==> config.mk <==
export PLATFORM = sky130hd
export DESIGN_NAME = johnson_code_monitor
export DESIGN_NICKNAME = d
export VERILOG_FILES = /design/src/rtl/johnson_code_monitor.sv
export SDC_FILE = /design/constraint.sdc
export NUM_CORES = 1
export LEC_CHECK = 0
export ABC_CLOCK_PERIOD_IN_PS = 14720
export CAP_MARGIN = 25
export CORE_MARGIN = 2
export CORE_UTILIZATION = 31
export CTS_CLUSTER_SIZE = 24
export DETAILED_ROUTE_END_ITERATION = 16
export GPL_ROUTABILITY_DRIVEN = 0
export SETUP_SLACK_MARGIN = 0.4
export SYNTH_ARGS = -nofsm -noshare
export SYNTH_HDL_FRONTEND = slang
export SYNTH_SLANG_ARGS = --single-unit
==> constraint.sdc <==
create_clock -name clk -period 14.72 [get_ports clk]
set_clock_uncertainty 0.05 [all_clocks]
set_input_delay 1.472 -clock clk [delete_from_list [all_inputs] [get_ports clk]]
set_output_delay 1.472 -clock clk [all_outputs]
set_load 0.05 [all_outputs]
==> src/rtl/johnson_code_monitor.sv <==
// Receiver for an 8-bit Johnson (twisted-ring) counter bus: synchronise, decode,
// classify each step and keep revolution and error counts.
module johnson_code_monitor #(
  parameter int SYNC_STAGES = 2,
  parameter int ERR_W       = 8,
  parameter int REV_W       = 8
) (
  input  logic             clk,
  input  logic             rst,
  input  logic             en,
  input  logic             clr,
  input  logic [7:0]       code_in,
  output logic [3:0]       pos,
  output logic             pos_valid,
  output logic             locked,
  output logic             step_up,
  output logic             step_dn,
  output logic             err_illegal,
  output logic             err_skip,
  output logic [ERR_W-1:0] err_cnt,
  output logic [REV_W-1:0] rev_cnt
);

  typedef enum logic {UNLOCKED, LOCKED} state_t;

  state_t     state, state_nxt;
  logic [7:0] sample;
  logic [7:0] sample_inv;
  logic [3:0] ones;
  logic [3:0] k;
  logic [3:0] delta;
  logic       legal;
  logic [3:0] pos_nxt;
  logic       up_nxt, dn_nxt, ill_nxt, skip_nxt;
  logic       err_inc, rev_inc, rev_dec;

  generate
    if (SYNC_STAGES == 0) begin : g_direct
      assign sample = code_in;
    end else begin : g_sync
      logic [7:0] stage [SYNC_STAGES];
      always_ff @(posedge clk) begin
        if (rst) begin
          for (int i = 0; i < SYNC_STAGES; i++) stage[i] <= 8'h00;
        end else begin
          stage[0] <= code_in;
          for (int i = 1; i < SYNC_STAGES; i++) stage[i] <= stage[i-1];
        end
      end
      assign sample = stage[SYNC_STAGES-1];
    end
  endgenerate

  // Upper half of the ring is the bitwise complement of a lower-half code,
  // so both halves reduce to "ones contiguous from bit 0".
  assign sample_inv = ~sample;
  assign legal = sample[7] ? ((sample_inv & (sample_inv + 8'd1)) == 8'h00)
                           : ((sample & (sample + 8'd1)) == 8'h00);
  assign ones  = 4'($countones(sample));
  assign k     = sample[7] ? (4'd0 - ones) : ones;
  assign delta = k - pos;

  always_comb begin
    state_nxt = state;
    pos_nxt   = pos;
    up_nxt    = 1'b0;
    dn_nxt    = 1'b0;
    ill_nxt   = 1'b0;
    skip_nxt  = 1'b0;
    err_inc   = 1'b0;
    rev_inc   = 1'b0;
    rev_dec   = 1'b0;
    if (en) begin
      case (state)
        UNLOCKED: begin
          if (legal) begin
            pos_nxt   = k;
            state_nxt = LOCKED;
          end else begin
            ill_nxt = 1'b1;
            err_inc = 1'b1;
          end
        end
        LOCKED: begin
          if (!legal) begin
            ill_nxt   = 1'b1;
            err_inc   = 1'b1;
            state_nxt = UNLOCKED;
          end else if (delta == 4'd1) begin
            up_nxt  = 1'b1;
            pos_nxt = k;
            rev_inc = (pos == 4'd15);
          end else if (delta == 4'd15) begin
            dn_nxt  = 1'b1;
            pos_nxt = k;
            rev_dec = (pos == 4'd0);
          end else if (delta != 4'd0) begin
            skip_nxt = 1'b1;
            err_inc  = 1'b1;
            pos_nxt  = k;
          end
        end
        default: state_nxt = UNLOCKED;
      endcase
    end
  end

  always_ff @(posedge clk) begin
    if (rst) begin
      state       <= UNLOCKED;
      pos         <= 4'd0;
      step_up     <= 1'b0;
      step_dn     <= 1'b0;
      err_illegal <= 1'b0;
      err_skip    <= 1'b0;
      err_cnt     <= '0;
      rev_cnt     <= '0;
    end else begin
      state       <= state_nxt;
      pos         <= pos_nxt;
      step_up     <= up_nxt;
      step_dn     <= dn_nxt;
      err_illegal <= ill_nxt;
      err_skip    <= skip_nxt;
      // A same-cycle clear wins, so the colliding event is deliberately lost.
      if (clr) begin
        err_cnt <= '0;
        rev_cnt <= '0;
      end else begin
        if (err_inc && (err_cnt != {ERR_W{1'b1}})) err_cnt <= err_cnt + ERR_W'(1);
        if (rev_inc)      rev_cnt <= rev_cnt + REV_W'(1);
        else if (rev_dec) rev_cnt <= rev_cnt - REV_W'(1);
      end
    end
  end

  assign locked    = (state == LOCKED);
  assign pos_valid = (state == LOCKED);

endmodule

==> results of run 1 <==
[stage by stage]
stage | setup slack, ps | power, mW
global placement | 7940 | 0.175
floorplan | 8170 | 0.162
global route | 7340 | 0.280
CTS | 7700 | 0.269
finish | 7750 | 0.266
detailed placement | 7730 | 0.176
[critical path, delay by kind of cell (launching register included)]
family	cells	cell delay [ps]
AO/OA/AOI/OAI	6	1320
AND/OR/NAND/NOR	7	1710
adder cells (fa/ha/maj)	8	3020
XOR/XNOR	1	200
buffers and inverters	3	160
flip-flops	1	380
[worst max path at each step]
| stage | start | to | slack (ps) | cells after the start |
|---|---|---|---|---|
| after detailed placement | g_sync.stage[0][8] | rev_cnt[7] | 7730 | 25 |
| after global placement | g_sync.stage[0][8] | rev_cnt[7] | 7940 | 25 |
| final | g_sync.stage[0][8] | rev_cnt[7] | 7750 | 25 |
| after floorplan | g_sync.stage[0][8] | rev_cnt[7] | 8170 | 25 |
| after CTS | g_sync.stage[0][8] | rev_cnt[7] | 7700 | 25 |
| after global routing | g_sync.stage[0][8] | rev_cnt[7] | 7340 | 25 |
[area by class of cell]
| type | instances | area [um^2] | share of cell area [%] |
|---|---|---|---|
| clock buffers | 5 | 68.8 | 2.38 |
| clock inverters | 3 | 46.3 | 1.60 |
| inverters | 22 | 82.6 | 2.86 |
| multi-input cells | 182 | 1370 | 47.3 |
| flip-flops and latches | 41 | 821 | 28.4 |
| well taps | 99 | 124 | 4.29 |
| repair buffers | 38 | 378 | 13.1 |
[report_power, final]
group	internal, mW	leakage [nW]	switching, mW
clock	0.0508	0.0543	0.0421
combinational	0.0229	0.702	0.0320
sequential	0.114	0.334	0.00351
[state kept, by name, indices dropped and copies added, names as in the netlist]
register	flops
rev_cnt	8
err_cnt	8
err_skip	1
step_up	1
g_sync.stage	16
step_dn	1
pos	4
locked	1
err_illegal	1
[cell usage in the layout (no fill, tap or decap), types with 2 or more instances in the layout]
cell type        instances
a21oi_1                 14
inv_1                   22
nand2b_1                 5
o2111ai_1                2
nand2_1                 16
nor2b_1                 17
or2_2                    6
nor3_1                   7
a21o_1                   2
nor2_1                  11
o21ai_2                  5
nand3_1                  9
xnor2_1                  5
xor2_1                   5
nor3b_2                  2
mux2i_1                  5
nor4_1                   2
o21ai_0                 12
fa_1                     6
clkbuf_8                 5
a211oi_1                 2
or3_1                    6
clkdlybuf4s50_1         37
ha_1                    20
nand4_1                  3
dfxtp_1                 41
[per-layer routing]
metal | vias up | global-route usage, %
met4 | 0 | 4.74
met1 | 836 | 13.8
met3 | 7 | 2.92
li1 | 934 | -
met5 | - | 0
met2 | 27 | 19.7
[kinds of logic (layout without fill, tap and decap cells)]
family	after synthesis	count (layout)
adder cells (fa/ha/maj)	26	26
AO/OA/AOI/OAI	48	48
AND/OR/NAND/NOR	93	93
buffers and inverters	29	68
XOR/XNOR	10	10
flip-flops	41	41
multiplexers	5	5
==> impl_metrics.env, run 1 <==
export IMPL_ioPinCount=38
export IMPL_ys_flop_type="dfxtp_1"
export IMPL_min_path_cells=1
export IMPL_critPathSlowestCell="fa_1"
export IMPL_fillerInstances=766
export IMPL_ys_seq_elements=41
export IMPL_muxShareOfSynthArea_pct=2.16
export IMPL_crit_required_ps=14850
export IMPL_met1_length_um=2130
export IMPL_ys_warnings_count=0
export IMPL_placed_cell_area_um2=2770
export IMPL_clk_pin_slew_ps=90
export IMPL_grt_pass1_wl_um=7670
export IMPL_drtAntennaViolNets=0
export IMPL_max_slew_margin_pct=53.0
export IMPL_synthSimpleGateAreaFrac_pct=22.5
export IMPL_crit_type="reg2reg"
export IMPL_max_freq_ghz=0.143
export IMPL_cts_tree="yes"
export IMPL_portBuffers=37
export IMPL_dr_wl_met3_um=147
export IMPL_start_util_pct=31.9
export IMPL_async_flop_share_pct=0
export IMPL_post_cts_buffers=0
export IMPL_synth_compound_area_share_pct=14.5
export IMPL_fin_nets=328
export IMPL_synthTopCellsByCount="41 x dfxtp_1, 22 x inv_1, 20 x ha_1"
export IMPL_outcome="finished, final reports clean"
export IMPL_dr_max_layer_used="met4"
export IMPL_avgViaCountPerCell=4.63
export IMPL_drive_gt1_share_pct=10.3
export IMPL_peakVddDrop_v=0.0000310
export IMPL_synthTopCellsByArea="dfxtp_1 35%, ha_1 11%, fa_1 5.2%"
export IMPL_dp_cells=382
export IMPL_max_stage_delay_ps=540
export IMPL_grt_use_total_pct=11.5
export IMPL_cp_max_fo=9
export IMPL_timing_final_crit_share_pct=47.4
export IMPL_instances_no_fill=390
export IMPL_drv_slew=0
export IMPL_reg2reg_from="g_sync.stage[0][8]"
export IMPL_hp_class="reg2reg"
export IMPL_fin_area_um2=2890
export IMPL_whs_endpoint="g_sync.stage[0][8]"
export IMPL_powerDensity_nw_per_um2=92.0
export IMPL_drc=0
export IMPL_htree_levels=2
export IMPL_cts_buffers=5
export IMPL_hold_slack_ps=385
export IMPL_min_from="g_sync.stage[0][0]"
export IMPL_maxCapViolCount=0
export IMPL_clock_latency_ps=300
export IMPL_syn_area_um2=2320
export IMPL_diodes=0
export IMPL_grt_start_max_net_pins=28
export IMPL_clockBufferDepth=2
export IMPL_worst_setup_path_start_kind="flip-flop"
export IMPL_via_count=1804
export IMPL_drtPass1Iterations=4
export IMPL_rrSetupSlack_ps=7750
export IMPL_report_final_hold_viol_count=0
export IMPL_first_iter_violations=62
export IMPL_die_area_um2=8180
export IMPL_arrival_ps=7110
export IMPL_ys_types=48
export IMPL_row_count=31
export IMPL_rsz0062_at_grt="false"
export IMPL_synth_xor_area_share_pct=3.78
export IMPL_yosysMostFrequentCell="dfxtp_1"
export IMPL_routed_wl_um=4590
export IMPL_syn_inst=252
export IMPL_cts_resized=0
export IMPL_r2r_end="rev_cnt[7]"
export IMPL_wl_per_cell_um=11.8
export IMPL_synth_edf_count=0
export IMPL_antenna_found_initial=0
export IMPL_synth_top_area_share_pct=35.4
export IMPL_die_w_um=90.4
export IMPL_clock_sinks=41
export IMPL_core_region_area_um2=7250
export IMPL_synth_seq_area_share_pct=35.4
export IMPL_synth_top_family_by_area="simple AND/OR/NAND/NOR gates"
export IMPL_syn_nets=290
export IMPL_leakage_nw=1.09
export IMPL_syn_area_per_cell_um2=9.19
export IMPL_overflow=0
export IMPL_utilization_pct=39.8
export IMPL_cts_hold_buf=0
export IMPL_cts_root_buf="clkbuf_8"
export IMPL_place_hpwl_um=3490
export IMPL_worst_slew_pin_slew_ps=702
export IMPL_syn2layout_area_growth_pct=24.6
export IMPL_synth_fa_ha_area_share_pct=16.0
export IMPL_wl_met2_um=2230
export IMPL_finalSetupTns_ps=0
export IMPL_reg2reg_depth=25
export IMPL_finalCriticalPeriod_ps=6970
export IMPL_grt_pass1_vias=1732
export IMPL_die_h_um=90.4
export IMPL_yosysTopAreaCell="dfxtp_1"
export IMPL_cp_end_kind="flip-flop"
export IMPL_setup_violations_final=0
Note: power is estimated with default switching activity, not from simulation.
==> run 2: changes to the inputs <==
--- a/config.mk
+++ b/config.mk
@@ -5,7 +5,7 @@
 export SDC_FILE = /design/constraint.sdc
 export NUM_CORES = 1
 export LEC_CHECK = 0
-export ABC_CLOCK_PERIOD_IN_PS = 14720
+export ABC_CLOCK_PERIOD_IN_PS = 6040
 export CAP_MARGIN = 25
 export CORE_MARGIN = 2
 export CORE_UTILIZATION = 31
==> constraint.sdc (replaced) <==
create_clock -name clk -period 6.04 [get_ports clk]
set_clock_uncertainty 0.05 [all_clocks]
set_input_delay 0.604 -clock clk [delete_from_list [all_inputs] [get_ports clk]]
set_output_delay 0.604 -clock clk [all_outputs]
set_load 0.05 [all_outputs]
==> run 2 against run 1 <==
Effect of this change:
- the flow now finishes with violations (setup timing)
- non-clock buffer count rose by 31
- first-iteration DRC count down 39%
- critical path depth did not move
- largest cell class unchanged
==> impl_metrics.env, run 2 (same netlist as run 1, synthesis figures left out) <==
export IMPL_report_final_hold_viol_count=0
export IMPL_die_h_um=90.4
export IMPL_fillerInstances=677
export IMPL_row_count=31
export IMPL_worst_slew_pin_slew_ps=646
export IMPL_largest_reg_flops=16
export IMPL_clk_pin_slew_ps=80
export IMPL_setup_violations_final=4
export IMPL_timing_final_crit_share_pct=104
export IMPL_diodes=0
export IMPL_met2_usage_pct=21.2
export IMPL_avgViaCountPerCell=4.67
export IMPL_max_freq_ghz=0.159
export IMPL_cp_end_kind="flip-flop"
export IMPL_arrival_ps=6420
export IMPL_worst_setup_path_start_kind="flip-flop"
export IMPL_drc=0
export IMPL_drv_slew=0
export IMPL_fin_ws_ps=-252
export IMPL_grt_start_max_net_pins=28
export IMPL_grt_pass1_vias=1913
export IMPL_ioPinCount=38
export IMPL_clock_sinks=41
export IMPL_start_util_pct=31.9
export IMPL_drive_gt1_share_pct=27.2
export IMPL_routed_wl_um=5220
export IMPL_rsz0062_at_grt="true"
export IMPL_cts_hold_buf=0
export IMPL_max_stage_delay_ps=550
export IMPL_outcome="finished, violations left"
export IMPL_p_clk_share_pct=33.2
export IMPL_met3_usage_pct=3.17
export IMPL_cts_tree="yes"
export IMPL_grt_busiest_layer="met2"
export IMPL_powerDensity_nw_per_um2=206
export IMPL_wl_per_cell_um=12.4
export IMPL_reg_top3="g_sync.stage: 16 flops, err_cnt: 8 flops, rev_cnt: 8 flops"
export IMPL_fin_area_um2=3350
export IMPL_regMostFlops="g_sync.stage"
export IMPL_placed_cell_area_um2=2990
export IMPL_htree_levels=2
export IMPL_clock_latency_ps=290
export IMPL_overflow=0
export IMPL_syn2layout_area_growth_pct=44.8
export IMPL_crit_required_ps=6170
export IMPL_peakVddDrop_v=0.0000891
export IMPL_met1_usage_pct=16.8
export IMPL_portBuffers=37
export IMPL_leakage_nw=1.29
export IMPL_core_region_area_um2=7250
export IMPL_finalCriticalPeriod_ps=6290
export IMPL_antenna_found_initial=0
export IMPL_crit_type="reg2reg"
export IMPL_p_comb_share_pct=25.3
export IMPL_place_ws_ps=-368
export IMPL_grt_pass1_wl_um=8680
export IMPL_maxCapViolCount=0
export IMPL_critPathSlowestCell="fa_1"
export IMPL_final_cell_mix="40 x dfxtp_1, 37 x clkdlybuf4s50_1, 28 x buf_4, 19 x inv_1, 17 x nor2b_1"
export IMPL_drtPass1Iterations=4
export IMPL_place_hpwl_um=3680
export IMPL_cp_max_fo=5
export IMPL_crit_path_frequent_cell="fa_1"
export IMPL_grt_use_total_pct=12.9
export IMPL_cts_buffers=5
export IMPL_cts_root_buf="clkbuf_8"
export IMPL_mostFrequentLayoutCell="dfxtp_1"
export IMPL_drtAntennaViolNets=0
export IMPL_swShare_pct=28.1
export IMPL_fin_nets=360
export IMPL_via_count=1969
export IMPL_power_frac_seq_pct=41.5
export IMPL_first_iter_violations=38
export IMPL_intPower_mw=0.497
export IMPL_violations="setup timing"
export IMPL_hp_class="reg2reg"
export IMPL_die_w_um=90.4
export IMPL_switching_power_mw=0.194
export IMPL_clockBufferDepth=2
export IMPL_rrSetupSlack_ps=-250
export IMPL_die_area_um2=8180
export IMPL_max_slew_margin_pct=56.8
run 2: changes by cell type in the layout (fill, tap and decap cells not counted), sizes merged:
cell      change
buf          +31
clkbuf        +2
or2           +1
clkinv        -1
clkinvlp      -1
run 2: power by group through the flow:
stage	Clock (mW)	Sequential, mW	Combinational, mW
after floorplan	0	0.304	0.0954
after global placement	0	0.293	0.150
after detailed placement	0	0.293	0.151
after CTS	0.234	0.287	0.162
after global routing	0.246	0.288	0.194
final	0.229	0.287	0.175
run 2: repair_timing:
action	4_1_cts	5_1_grt
setup endpoints to repair	9	13
pin swaps	11	10
buffers inserted	8	4
gates cloned	1	0
gates resized for setup	11	17
run 2: worst max-delay path: cells and delay by family, from the launching register on:
| kind | cells | cell delay [ps] |
|---|---|---|
| fa+ha+maj | 8 | 2920 |
| simple gates | 7 | 1440 |
| compound gates | 6 | 1080 |
| flops | 1 | 350 |
| xor+xnor | 1 | 180 |
| buf+inv | 3 | 150 |
run 2: path summary, 6_finish.rpt:
kind | startpoint | end | depth (start not counted)
hold reg to reg | g_sync.stage[0][2] | g_sync.stage[0][10] | 1
hold / removal | g_sync.stage[0][2] | g_sync.stage[0][10] | 1
setup / recovery | g_sync.stage[0][8] | rev_cnt[7] | 25
setup reg to reg | g_sync.stage[0][8] | rev_cnt[7] | 25
run 2: cell type report:
class | count | area, um^2 | area share [%]
clock buffers | 7 | 86.3 | 2.57
clock inverters | 1 | 30.0 | 0.896
inverters | 22 | 82.6 | 2.46
multi-input cells | 183 | 1570 | 46.9
flip-flops and latches | 41 | 825 | 24.6
well taps | 99 | 124 | 3.69
repair buffers | 69 | 634 | 18.9
run 2: routing by layer:
| layer | part of all wire, % | routed length [um] | vias up |
|---|---|---|---|
| li1 | - | - | 1008 |
| met1 | 48 | 2480 | 923 |
| met2 | 48 | 2500 | 31 |
| met3 | 3.5 | 181 | 7 |
| met4 | 1.1 | 55 | 0 |
| met5 | 0 | 0 | - |
run 2: metrics by stage:
stage               hold WS (ps)  power [mW]  TNS, ps  cells  utilization [%]
floorplan                    362       0.399     -565    252                -
global placement             373       0.442     -632    401             41.2
detailed placement           376       0.444     -983    401             41.2
CTS                          396       0.683     -976    418             44.5
global route                 405       0.728    -1610    422             46.2
finish                       390       0.691     -590    422             46.2
